$ cat src/rtl/mips_pkg.sv
// Shared fetch-path definitions: PC stage FSM encoding, next-PC source
// select and instruction geometry constants.
package mips_pkg;

    typedef enum logic [1:0] {
        BOOT = 2'd0,
        RUN  = 2'd1,
        HOLD = 2'd2
    } state_t;

    typedef enum logic [2:0] {
        SEQ  = 3'd0,
        BR   = 3'd1,
        J    = 3'd2,
        JR   = 3'd3,
        PEND = 3'd4
    } redir_sel_t;

    localparam int INSTR_BYTES = 4;
    localparam int WORD_SHIFT  = 2;

endpackage

$ cat src/rtl/pc_next_stage_if.sv
// Instruction-fetch request bus between the PC stage (master) and
// instruction memory (slave): valid/ready handshake plus the address.
interface pc_next_stage_if #(
    parameter int WIDTH = 32
);
    logic             fetch_valid;
    logic             fetch_ready;
    logic [WIDTH-1:0] pc;
    logic [WIDTH-1:0] pc_plus4;

    modport master (
        output fetch_valid,
        output pc,
        output pc_plus4,
        input  fetch_ready
    );

    modport slave (
        input  fetch_valid,
        input  pc,
        input  pc_plus4,
        output fetch_ready
    );
endinterface

$ cat src/rtl/pc_target_calc.sv
// Combinational redirect resolution: picks the highest-priority redirect
// (JR > J > branch), forms its target and flags misaligned JR targets,
// which are steered to the exception vector.
module pc_target_calc
    import mips_pkg::*;
#(
    parameter int               WIDTH      = 32,
    parameter logic [WIDTH-1:0] EXC_VECTOR = 32'h0000_0180
) (
    input  logic             enable_i,
    input  logic [WIDTH-1:0] imm_ext_i,
    input  logic [WIDTH-1:0] branch_pc4_i,
    input  logic             branch_taken_i,
    input  logic             jump_i,
    input  logic [25:0]      jump_index_i,
    input  logic             jump_reg_i,
    input  logic [WIDTH-1:0] reg_target_i,
    input  logic [WIDTH-1:28] pc_plus4_hi_i,
    output logic             redir_valid_o,
    output redir_sel_t       redir_sel_o,
    output logic [WIDTH-1:0] target_o,
    output logic             misalign_o
);

    logic [WIDTH-1:0] br_target;
    logic [WIDTH-1:0] j_target;
    logic             jr_misaligned;

    assign br_target     = branch_pc4_i + (imm_ext_i << WORD_SHIFT);
    assign j_target      = {pc_plus4_hi_i, jump_index_i, 2'b00};
    assign jr_misaligned = (reg_target_i[1:0] != 2'b00);

    // Priority select of the redirect source and its target address
    always_comb begin
        redir_valid_o = 1'b0;
        redir_sel_o   = SEQ;
        target_o      = '0;
        misalign_o    = 1'b0;
        if (enable_i) begin
            if (jump_reg_i) begin
                redir_valid_o = 1'b1;
                redir_sel_o   = JR;
                target_o      = jr_misaligned ? EXC_VECTOR : reg_target_i;
                misalign_o    = jr_misaligned;
            end else if (jump_i) begin
                redir_valid_o = 1'b1;
                redir_sel_o   = J;
                target_o      = j_target;
            end else if (branch_taken_i) begin
                redir_valid_o = 1'b1;
                redir_sel_o   = BR;
                target_o      = br_target;
            end
        end
    end

endmodule

$ cat src/rtl/pc_next_stage.sv
// Program-counter stage: holds the fetch PC, issues requests over the
// fetch bus and applies redirects immediately when fetch advances or
// parks them in a pending slot until it does.
module pc_next_stage
    import mips_pkg::*;
#(
    parameter int               WIDTH        = 32,
    parameter logic [WIDTH-1:0] RESET_VECTOR = 32'h0000_0000,
    parameter logic [WIDTH-1:0] EXC_VECTOR   = 32'h0000_0180
) (
    input  logic              clk,
    input  logic              rst_n,
    input  logic [WIDTH-1:0]  imm_ext,
    input  logic [WIDTH-1:0]  branch_pc4,
    input  logic              branch_taken,
    input  logic              jump,
    input  logic [25:0]       jump_index,
    input  logic              jump_reg,
    input  logic [WIDTH-1:0]  reg_target,
    input  logic              stall,
    pc_next_stage_if.master   fetch_bus,
    output logic              misalign_exc
);

    state_t           state_q, state_d;
    logic [WIDTH-1:0] pc_q, pc_d;
    logic [WIDTH-1:0] pc_plus4;
    logic             pend_valid_q, pend_valid_d;
    logic [WIDTH-1:0] pend_target_q, pend_target_d;
    logic             misalign_q;

    logic             fetch_valid;
    logic             advance;
    logic             redir_valid;
    redir_sel_t       redir_sel;
    redir_sel_t       next_sel;
    logic [WIDTH-1:0] redir_target;
    logic             redir_misalign;

    assign pc_plus4    = pc_q + WIDTH'(INSTR_BYTES);
    assign fetch_valid = (state_q != BOOT);
    assign advance     = fetch_valid & fetch_bus.fetch_ready & ~stall;

    assign fetch_bus.fetch_valid = fetch_valid;
    assign fetch_bus.pc          = pc_q;
    assign fetch_bus.pc_plus4    = pc_plus4;
    assign misalign_exc          = misalign_q;

    // Redirects are only honoured once the stage is out of BOOT
    pc_target_calc #(
        .WIDTH      (WIDTH),
        .EXC_VECTOR (EXC_VECTOR)
    ) u_target (
        .enable_i       (state_q != BOOT),
        .imm_ext_i      (imm_ext),
        .branch_pc4_i   (branch_pc4),
        .branch_taken_i (branch_taken),
        .jump_i         (jump),
        .jump_index_i   (jump_index),
        .jump_reg_i     (jump_reg),
        .reg_target_i   (reg_target),
        .pc_plus4_hi_i  (pc_plus4[WIDTH-1:28]),
        .redir_valid_o  (redir_valid),
        .redir_sel_o    (redir_sel),
        .target_o       (redir_target),
        .misalign_o     (redir_misalign)
    );

    // FSM next state: HOLD whenever an issued request is not accepted
    always_comb begin
        state_d = state_q;
        unique case (state_q)
            BOOT:    state_d = RUN;
            RUN:     if (!advance) state_d = HOLD;
            HOLD:    if (advance)  state_d = RUN;
            default: state_d = BOOT;
        endcase
    end

    // Next PC and pending-redirect bookkeeping; pc only moves on advance
    always_comb begin
        pc_d          = pc_q;
        pend_valid_d  = pend_valid_q;
        pend_target_d = pend_target_q;
        if (redir_valid)       next_sel = redir_sel;
        else if (pend_valid_q) next_sel = PEND;
        else                   next_sel = SEQ;

        if (advance) begin
            unique case (next_sel)
                BR, J, JR: pc_d = redir_target;
                PEND:      pc_d = pend_target_q;
                default:   pc_d = pc_plus4;
            endcase
            pend_valid_d = 1'b0;
        end else if (redir_valid) begin
            // A newer redirect simply overwrites an older pending one
            pend_target_d = redir_target;
            pend_valid_d  = 1'b1;
        end
    end

    // Control and architectural PC state, cleared asynchronously
    always_ff @(posedge clk or negedge rst_n) begin
        if (!rst_n) begin
            state_q      <= BOOT;
            pc_q         <= RESET_VECTOR;
            pend_valid_q <= 1'b0;
            misalign_q   <= 1'b0;
        end else begin
            state_q      <= state_d;
            pc_q         <= pc_d;
            pend_valid_q <= pend_valid_d;
            misalign_q   <= redir_misalign;
        end
    end

    // Pending target payload; only meaningful while pend_valid_q is set
    always_ff @(posedge clk) begin
        pend_target_q <= pend_target_d;
    end

endmodule

$ cat src/flat_wrapper.sv
// flat-port wrapper written by rule: the top's interface ports become plain ports
module pc_next_stage_flat import mips_pkg::*;
#(
    parameter int               WIDTH        = 32,
    parameter logic [WIDTH-1:0] RESET_VECTOR = 32'h0000_0000,
    parameter logic [WIDTH-1:0] EXC_VECTOR   = 32'h0000_0180
)
  (clk, rst_n, imm_ext, branch_pc4, branch_taken, jump, jump_index, jump_reg, reg_target, stall, misalign_exc, fetch_bus_fetch_valid, fetch_bus_pc, fetch_bus_pc_plus4, fetch_bus_fetch_ready);
  pc_next_stage_if #(.WIDTH(WIDTH)) fetch_bus_i ();
  input  logic clk;
  input  logic rst_n;
  input  logic [WIDTH-1:0] imm_ext;
  input  logic [WIDTH-1:0] branch_pc4;
  input  logic branch_taken;
  input  logic jump;
  input  logic [25:0] jump_index;
  input  logic jump_reg;
  input  logic [WIDTH-1:0] reg_target;
  input  logic stall;
  output logic misalign_exc;
  output wire logic [$bits(fetch_bus_i.fetch_valid)-1:0] fetch_bus_fetch_valid;
  output wire logic [$bits(fetch_bus_i.pc)-1:0] fetch_bus_pc;
  output wire logic [$bits(fetch_bus_i.pc_plus4)-1:0] fetch_bus_pc_plus4;
  input wire logic [$bits(fetch_bus_i.fetch_ready)-1:0] fetch_bus_fetch_ready;
  assign fetch_bus_fetch_valid = fetch_bus_i.fetch_valid;
  assign fetch_bus_pc = fetch_bus_i.pc;
  assign fetch_bus_pc_plus4 = fetch_bus_i.pc_plus4;
  assign fetch_bus_i.fetch_ready = fetch_bus_fetch_ready;
  pc_next_stage #(.WIDTH(WIDTH), .RESET_VECTOR(RESET_VECTOR), .EXC_VECTOR(EXC_VECTOR)) u_core (.clk(clk), .rst_n(rst_n), .imm_ext(imm_ext), .branch_pc4(branch_pc4), .branch_taken(branch_taken), .jump(jump), .jump_index(jump_index), .jump_reg(jump_reg), .reg_target(reg_target), .stall(stall), .fetch_bus(fetch_bus_i), .misalign_exc(misalign_exc));
endmodule
$ cat config.mk
export PLATFORM = sky130hd
export DESIGN_NAME = pc_next_stage_flat
export DESIGN_NICKNAME = d
export VERILOG_FILES = /design/src/rtl/mips_pkg.sv /design/src/rtl/pc_next_stage_if.sv /design/src/rtl/pc_target_calc.sv /design/src/rtl/pc_next_stage.sv /design/src/flat_wrapper.sv
export SDC_FILE = /design/constraint.sdc
export NUM_CORES = 1
export LEC_CHECK = 0
export BUFFER_PORTS_ARGS = -buffer_cell sky130_fd_sc_hd__clkbuf_2
export CAP_MARGIN = 40
export CORE_UTILIZATION = 47
export DETAILED_ROUTE_END_ITERATION = 12
export GPL_TIMING_DRIVEN = 0
export PLACE_DENSITY_LB_ADDON = 0.3
export SYNTH_ARGS = -nofsm -noshare
export SYNTH_HDL_FRONTEND = slang
export SYNTH_SLANG_ARGS = --single-unit
$ cat constraint.sdc
create_clock -name clk -period 3.1 [get_ports clk]
set_clock_uncertainty 0.2 [all_clocks]
set_input_delay 0.62 -clock clk [delete_from_list [all_inputs] [get_ports clk]]
set_output_delay 0.62 -clock clk [all_outputs]
set_load 0.02 [all_outputs]
After elaboration in Yosys (flattened, before gate mapping)
Index checks and enable logic that the tools add are counted.
{"block": "word_totals", "reg_bits": 68}
{"block": "op_classes", "add_sub_neg": 2, "eq_ne": 8, "muxes": 23, "bitwise_logic": 4, "n_reduce_logical": 7}
{"operator": "two-way mux 32 bit", "n": 5}
{"operator": "one-hot mux 32 bit (2 select lines)", "n": 1}
{"operator": "adder 32 x 3 -> 32 bit (second input constant)", "n": 1}
{"operator": "adder 32 bit", "n": 1}
{"operator": "two-way mux 2 bit", "n": 5}
{"operator": "two-way mux 1 bit", "n": 9}
{"operator": "equality test 3 x 2 -> 1 bit (second input constant)", "n": 2}
{"operator": "two-way mux 3 bit", "n": 2}
{"operator": "one-hot mux 2 bit (3 select lines)", "n": 1}
{"operator": "nonzero test 2 bit", "n": 3}
{"operator": "AND reduction 2 bit", "n": 2}
{"operator": "equality test 3 x 1 -> 1 bit (second input constant)", "n": 1}
{"operator": "equality test 3 bit (second input constant)", "n": 1}
{"operator": "OR reduction 3 bit", "n": 1}
{"operator": "bitwise AND 1 bit", "n": 2}
{"operator": "equality test 2 x 1 -> 1 bit (second input constant)", "n": 1}
{"operator": "equality test 2 bit (second input constant)", "n": 1}
{"operator": "logical NOT 2 bit", "n": 1}
{"operator": "!= test 2 x 1 -> 1 bit (second input constant)", "n": 1}
{"operator": "!= test 2 bit (second input constant)", "n": 1}
{"operator": "inverter 1 bit", "n": 2}

Longest topological paths before layout
{"block": "depth", "word_depth": 8, "depth_mapped": 12, "ltp_nobuf": 12}

Modules after synthesis
A second synthesis with hierarchy kept.
{"block": "unflattened", "hier_cells": 760, "area_unflattened_um2": 6413.7}
{"mod": "pc_next_stage", "n_inst": 1, "cells_per_inst": 347, "area_per_inst_um2": 3679.8}
{"mod": "pc_target_calc", "n_inst": 1, "cells_per_inst": 413, "area_per_inst_um2": 2733.9}

Worst setup path before layout
Ideal clock, no wire load.
{"block": "synth_path", "path_kind": "input port to flip-flop", "startpoint": "input port jump", "endpoint": "register u_core.pend_target_q[0] (enable)", "arrival_ps": 2923, "setup_slack_ps": -444, "cell_stages": 6, "path_buffers": 3, "cell_sequence": "clkbuf_1 > nor3_1 > or2_2 > clkbuf_1 > clkbuf_1 > nor2_1"}
{"block": "synth_via", "elab_chain_len": 4}
{"item": "from (decl)", "line_no": "flat_wrapper.sv:15", "source": "input logic jump;"}
{"item": "two-way mux 1 bit", "line_no": "pc_target_calc.sv:45", "source": "end else if (jump_i) begin"}
{"item": "two-way mux 1 bit", "line_no": "pc_target_calc.sv:40", "source": "if (jump_reg_i) begin"}
{"item": "two-way mux 1 bit", "line_no": "pc_target_calc.sv:39", "source": "if (enable_i) begin"}
{"item": "AND reduction 2 bit (no line)"}
{"item": "to (signal assigned)", "line_no": "pc_next_stage.sv:120", "source": "pend_target_q <= pend_target_d;"}
{"item": "to (decl)", "line_no": "pc_next_stage.sv:29", "source": "logic [WIDTH-1:0] pend_target_q, pend_target_d;"}
Every way passes these cells.
A chain may end at the register's enable or synchronous reset.

Final worst setup path
{"block": "layout_path", "startpoint": "register u_core.pc_q[8] (netlist: u_core.fetch_bus.pc[8])", "endpoint": "output port fetch_bus_pc_plus4[16]"}
{"block": "layout_via", "elab_chain_len": 1}
{"item": "from (decl)", "line_no": "pc_next_stage.sv:26", "source": "logic [WIDTH-1:0] pc_q, pc_d;"}
{"item": "from (signal assigned)", "line_no": "pc_next_stage.sv:112", "source": "pc_q <= pc_d;"}
{"item": "adder 32 x 3 -> 32 bit", "line_no": "pc_next_stage.sv:40", "source": "assign pc_plus4 = pc_q + WIDTH'(INSTR_BYTES);"}
{"item": "to (decl)", "line_no": "flat_wrapper.sv:23", "source": "output wire logic [$bits(fetch_bus_i.pc_plus4)-1:0] fetch_bus_pc_plus4;"}
Every way passes these cells.

==> results.md <==
* Run status: finished, final reports clean
* Highest clock frequency the design can meet at 333 MHz
* Min-Delay Endpoint: u_core.fetch_bus.pc[1]
* Synth warnings at 0
* Category of the worst setup path launch point: flip-flop
* Hold depth at 3
* Number of cells on the worst reg-to-reg path at 6
* Leading area contributor after synthesis: sky130_fd_sc_hd__edfxtp_1
* Unrepaired setup endpoints after global routing: yes
* Commonest cells in the netlist: 75 x sky130_fd_sc_hd__nor2_1, 68 x sky130_fd_sc_hd__o21ai_0, 58 x sky130_fd_sc_hd__nand2_1
* Vias in the first global route at 5,810
* Post-layout min period at 3.00 ns
* Clock buffer depth at 2
* First-pass GRT wire length at 30.6 mm
* Root Buffer: sky130_fd_sc_hd__clkbuf_16
* Floorplan die width at 114 um
* Final WL at roughly 20 mm
* Total core area at 0.0121 mm2
* # DRC at 0
* Synth cell types at between 70 and 80
* Post-synth top area share at 0.163
* Register area share after synthesis at 0.315
* Final HPWL from detailed placement at 15.9 mm
* DR iter-0 viols at 572
* Cell count after synthesis at 692
* Worst Path Required at 2.28 ns
* Die outline area at 0.0130 mm2
* Skew-Pair Late Insertion Delay at 0.34 ns
* Post-synthesis net count at roughly 850
* Nets@finish at 1,076
* R2r setup slk at between 0.15 and 0.2 ns
* Reg-to-reg endpoint: u_core.pend_target_q[21]
* Height of the die at around 110 um
* Fin Hold WS at 0.357 ns
* Initial core utilization at 0.487
* Cell area after layout at 0.00774 mm2
* Final weighted congestion in routability-driven placement at between 0.9 and 1
* EDFF count, synth at 32
* Number of antenna violations at the first check in global routing at 0
* Final-report hold violation count at 0
* Remaining Overflow, GRT at 0
* Vias per std cell at just under 6
* Startpoint of the worst-slack reg-to-reg timing path: u_core.state_q[0]
* Io pins at 195
* Min-Delay Startpoint: branch_pc4[1]
* Port buffer count at 191
* Cell area after synthesis at between 0.005 and 0.006 mm2
* Count of clock tree sinks at 68
* Wirelength per Cell at 18.5 um
* Power density cells at 784 mW/mm2
* CTS Buf Count at 9
* Max-cap violation count at 0
* Startpoint-to-endpoint class of the critical path: reg -> out
* Flop and latch count out of synthesis at 68
* TritonCTS clock tree: yes
* Detail Route Antenna Nets at 0
* Worst-path fanout max at 5
* Largest cells by area after synthesis: sky130_fd_sc_hd__edfxtp_1 16%, sky130_fd_sc_hd__dfrtp_1 15%, sky130_fd_sc_hd__ha_1 6.4%, sky130_fd_sc_hd__o21ai_0 5.8%, sky130_fd_sc_hd__nor2_1 4.8%
* Final total power at 6.07 mW
* Most instantiated library cell after synthesis: sky130_fd_sc_hd__nor2_1
* CTS H-tree lvls at 3
* Leakage power of the design at between 3 and 4 nW
* Pin count of the biggest net entering global routing at 28
* Area added between synthesis and finish at 31.1%
* Row count at 40
* Cell area after placement at approximately 0.0071 mm2
* # diodes at 0
* Worst slew margin relative to its limit at 0.465
* Ratio of cells with drive above 1 in the final layout at 0.333
* Syn Area/Cell at 8.53 um2
* HP Class: in -> reg
* Number of pins exceeding their max-slew limit in the final report at 0
* Final setup viols at 0
* Share of flip-flops with an asynchronous set or reset after synthesis at 0.529
* Most instantiated flip-flop cell in the synthesis netlist: sky130_fd_sc_hd__dfrtp_1
* Number of vias in the routed layout at 6,338
* Kind of end point of the critical path: primary output
* Worst-case vdd ir drop at 0.000334 V
* Final period util at 0.969
* Arr. time, crit path at 2.18 ns
* Pre-antenna DRT Iters at 7
* Transition time of the tightest slew-check pin at 0.803 ns
* Overall global routing resource usage at 0.309
* Clock-pin transition on the worst setup and hold timing paths at around 0.060 ns
## metrics by stage
step                TNS (ns)  utilization  instances  setup WS (ns)
finish                     0        0.639       1089         0.0966
global route         -0.0192        0.639       1089        -0.0100
global placement      -29.13        0.586       1051         -0.770
CTS                  -0.0592        0.620       1075        -0.0471
floorplan                  0            -        692         0.0128
detailed placement     -5.44        0.590       1053         -0.353
## layer usage
metal  up-vias  global-route usage  wire [um]
met5         -                   0          0
met4         0               0.120        461
met3        42              0.0466       1730
met2       343               0.502       9380
met1      2936               0.416       8610
li1       3017                   -          -
## registers in the layout, indices dropped and copies added, names as in the netlist
| name | count |
|---|---|
| u_core.state_q | 2 |
| u_core.pend_valid_q | 1 |
| u_core.fetch_bus.pc | 32 |
| u_core.misalign_exc | 1 |
| u_core.pend_target_q | 32 |
## cell usage in the layout (no fill, tap or decap), types with 7 or more instances in the layout
master / netlist / final
sky130_fd_sc_hd__clkbuf_16: 0 / 9
sky130_fd_sc_hd__nand3_1: 25 / 24
sky130_fd_sc_hd__clkbuf_1: 25 / 24
sky130_fd_sc_hd__ha_1: 30 / 26
sky130_fd_sc_hd__xnor2_1: 25 / 25
sky130_fd_sc_hd__dfrtp_2: 0 / 7
sky130_fd_sc_hd__clkbuf_2: 0 / 187
sky130_fd_sc_hd__mux2i_1: 21 / 21
sky130_fd_sc_hd__a31oi_1: 9 / 8
sky130_fd_sc_hd__nor3_1: 19 / 18
sky130_fd_sc_hd__o21ai_0: 68 / 65
sky130_fd_sc_hd__a21oi_1: 46 / 45
sky130_fd_sc_hd__nand2_1: 58 / 58
sky130_fd_sc_hd__buf_2: 7 / 7
sky130_fd_sc_hd__nand4_1: 11 / 11
sky130_fd_sc_hd__a221oi_1: 12 / 11
sky130_fd_sc_hd__xor2_1: 24 / 23
sky130_fd_sc_hd__dfrtp_1: 36 / 29
sky130_fd_sc_hd__a21o_1: 13 / 13
sky130_fd_sc_hd__o22a_1: 8 / 8
sky130_fd_sc_hd__nor2_1: 75 / 71
sky130_fd_sc_hd__inv_1: 16 / 15
sky130_fd_sc_hd__buf_4: 3 / 25
sky130_fd_sc_hd__or3_1: 7 / 7
sky130_fd_sc_hd__edfxtp_1: 32 / 32
sky130_fd_sc_hd__o21ai_1: 5 / 8
## worst max-delay path, cell delays in order (launching register included)
cell and delay [ns]:
sky130_fd_sc_hd__dfrtp_2 0.41, sky130_fd_sc_hd__and4_4 0.26, sky130_fd_sc_hd__and4_1 0.20, sky130_fd_sc_hd__buf_4 0.16, sky130_fd_sc_hd__and3_1 0.19, sky130_fd_sc_hd__and3_1 0.17, sky130_fd_sc_hd__xor2_1 0.24, sky130_fd_sc_hd__clkbuf_2 0.22
## cell type report
class,count,area [um2]
clock inverters,5,36.3
fillers,1099,4370
multi-input cells,564,3940
clock buffers,11,253
repair buffers,214,1180
plain buffers,41,181
inverters,18,67.6
flip-flops and latches,68,1870
well taps,168,210
## worst max path at each step
stage / slack, ns / to / start / cells after the start
5_1_grt: -0.01 / u_core.pend_target_q[26] / imm_ext[15] / 10
3_3_place_gp: -0.77 / u_core.pend_target_q[19] / jump / 6
3_5_place_dp: -0.35 / u_core.pend_target_q[26] / imm_ext[0] / 13
6_report: 0.1 / fetch_bus_pc_plus4[16] / u_core.fetch_bus.pc[8] / 7
2_1_floorplan: 0.01 / u_core.pend_target_q[26] / imm_ext[0] / 12
4_1_cts: -0.05 / fetch_bus_pc_plus4[31] / u_core.fetch_bus.pc[6] / 7
## report_power, final
part / internal (mW) / total, mW / leakage (nW) / switching, mW
registers: 1.40 / 1.75 / 0.748 / 0.347
clock network: 0.584 / 0.976 / 0.134 / 0.391
logic: 1.24 / 3.34 / 2.59 / 2.10
total: 3.23 / 6.07 / 3.47 / 2.84
## cells by family after synthesis
kind of cell | share of synthesized area
XOR/XNOR | 0.0810
AO/OA/AOI/OAI | 0.249
buffers and inverters | 0.0428
adder cells (fa/ha/maj) | 0.0687
AND/OR/NAND/NOR | 0.198
flip-flops | 0.315
multiplexers | 0.0451
## what timing repair did
item / in CTS / in global routing
buffers inserted: 5 / 15
resized for setup: 8 / 38
hold buffers: 1 / 0
endpoints found under the hold margin: 9 / 0
pin swaps: 4 / 20
setup endpoints to repair: 10 / 29
cloned: 0 / 0
(Power assumes the default switching activity.)
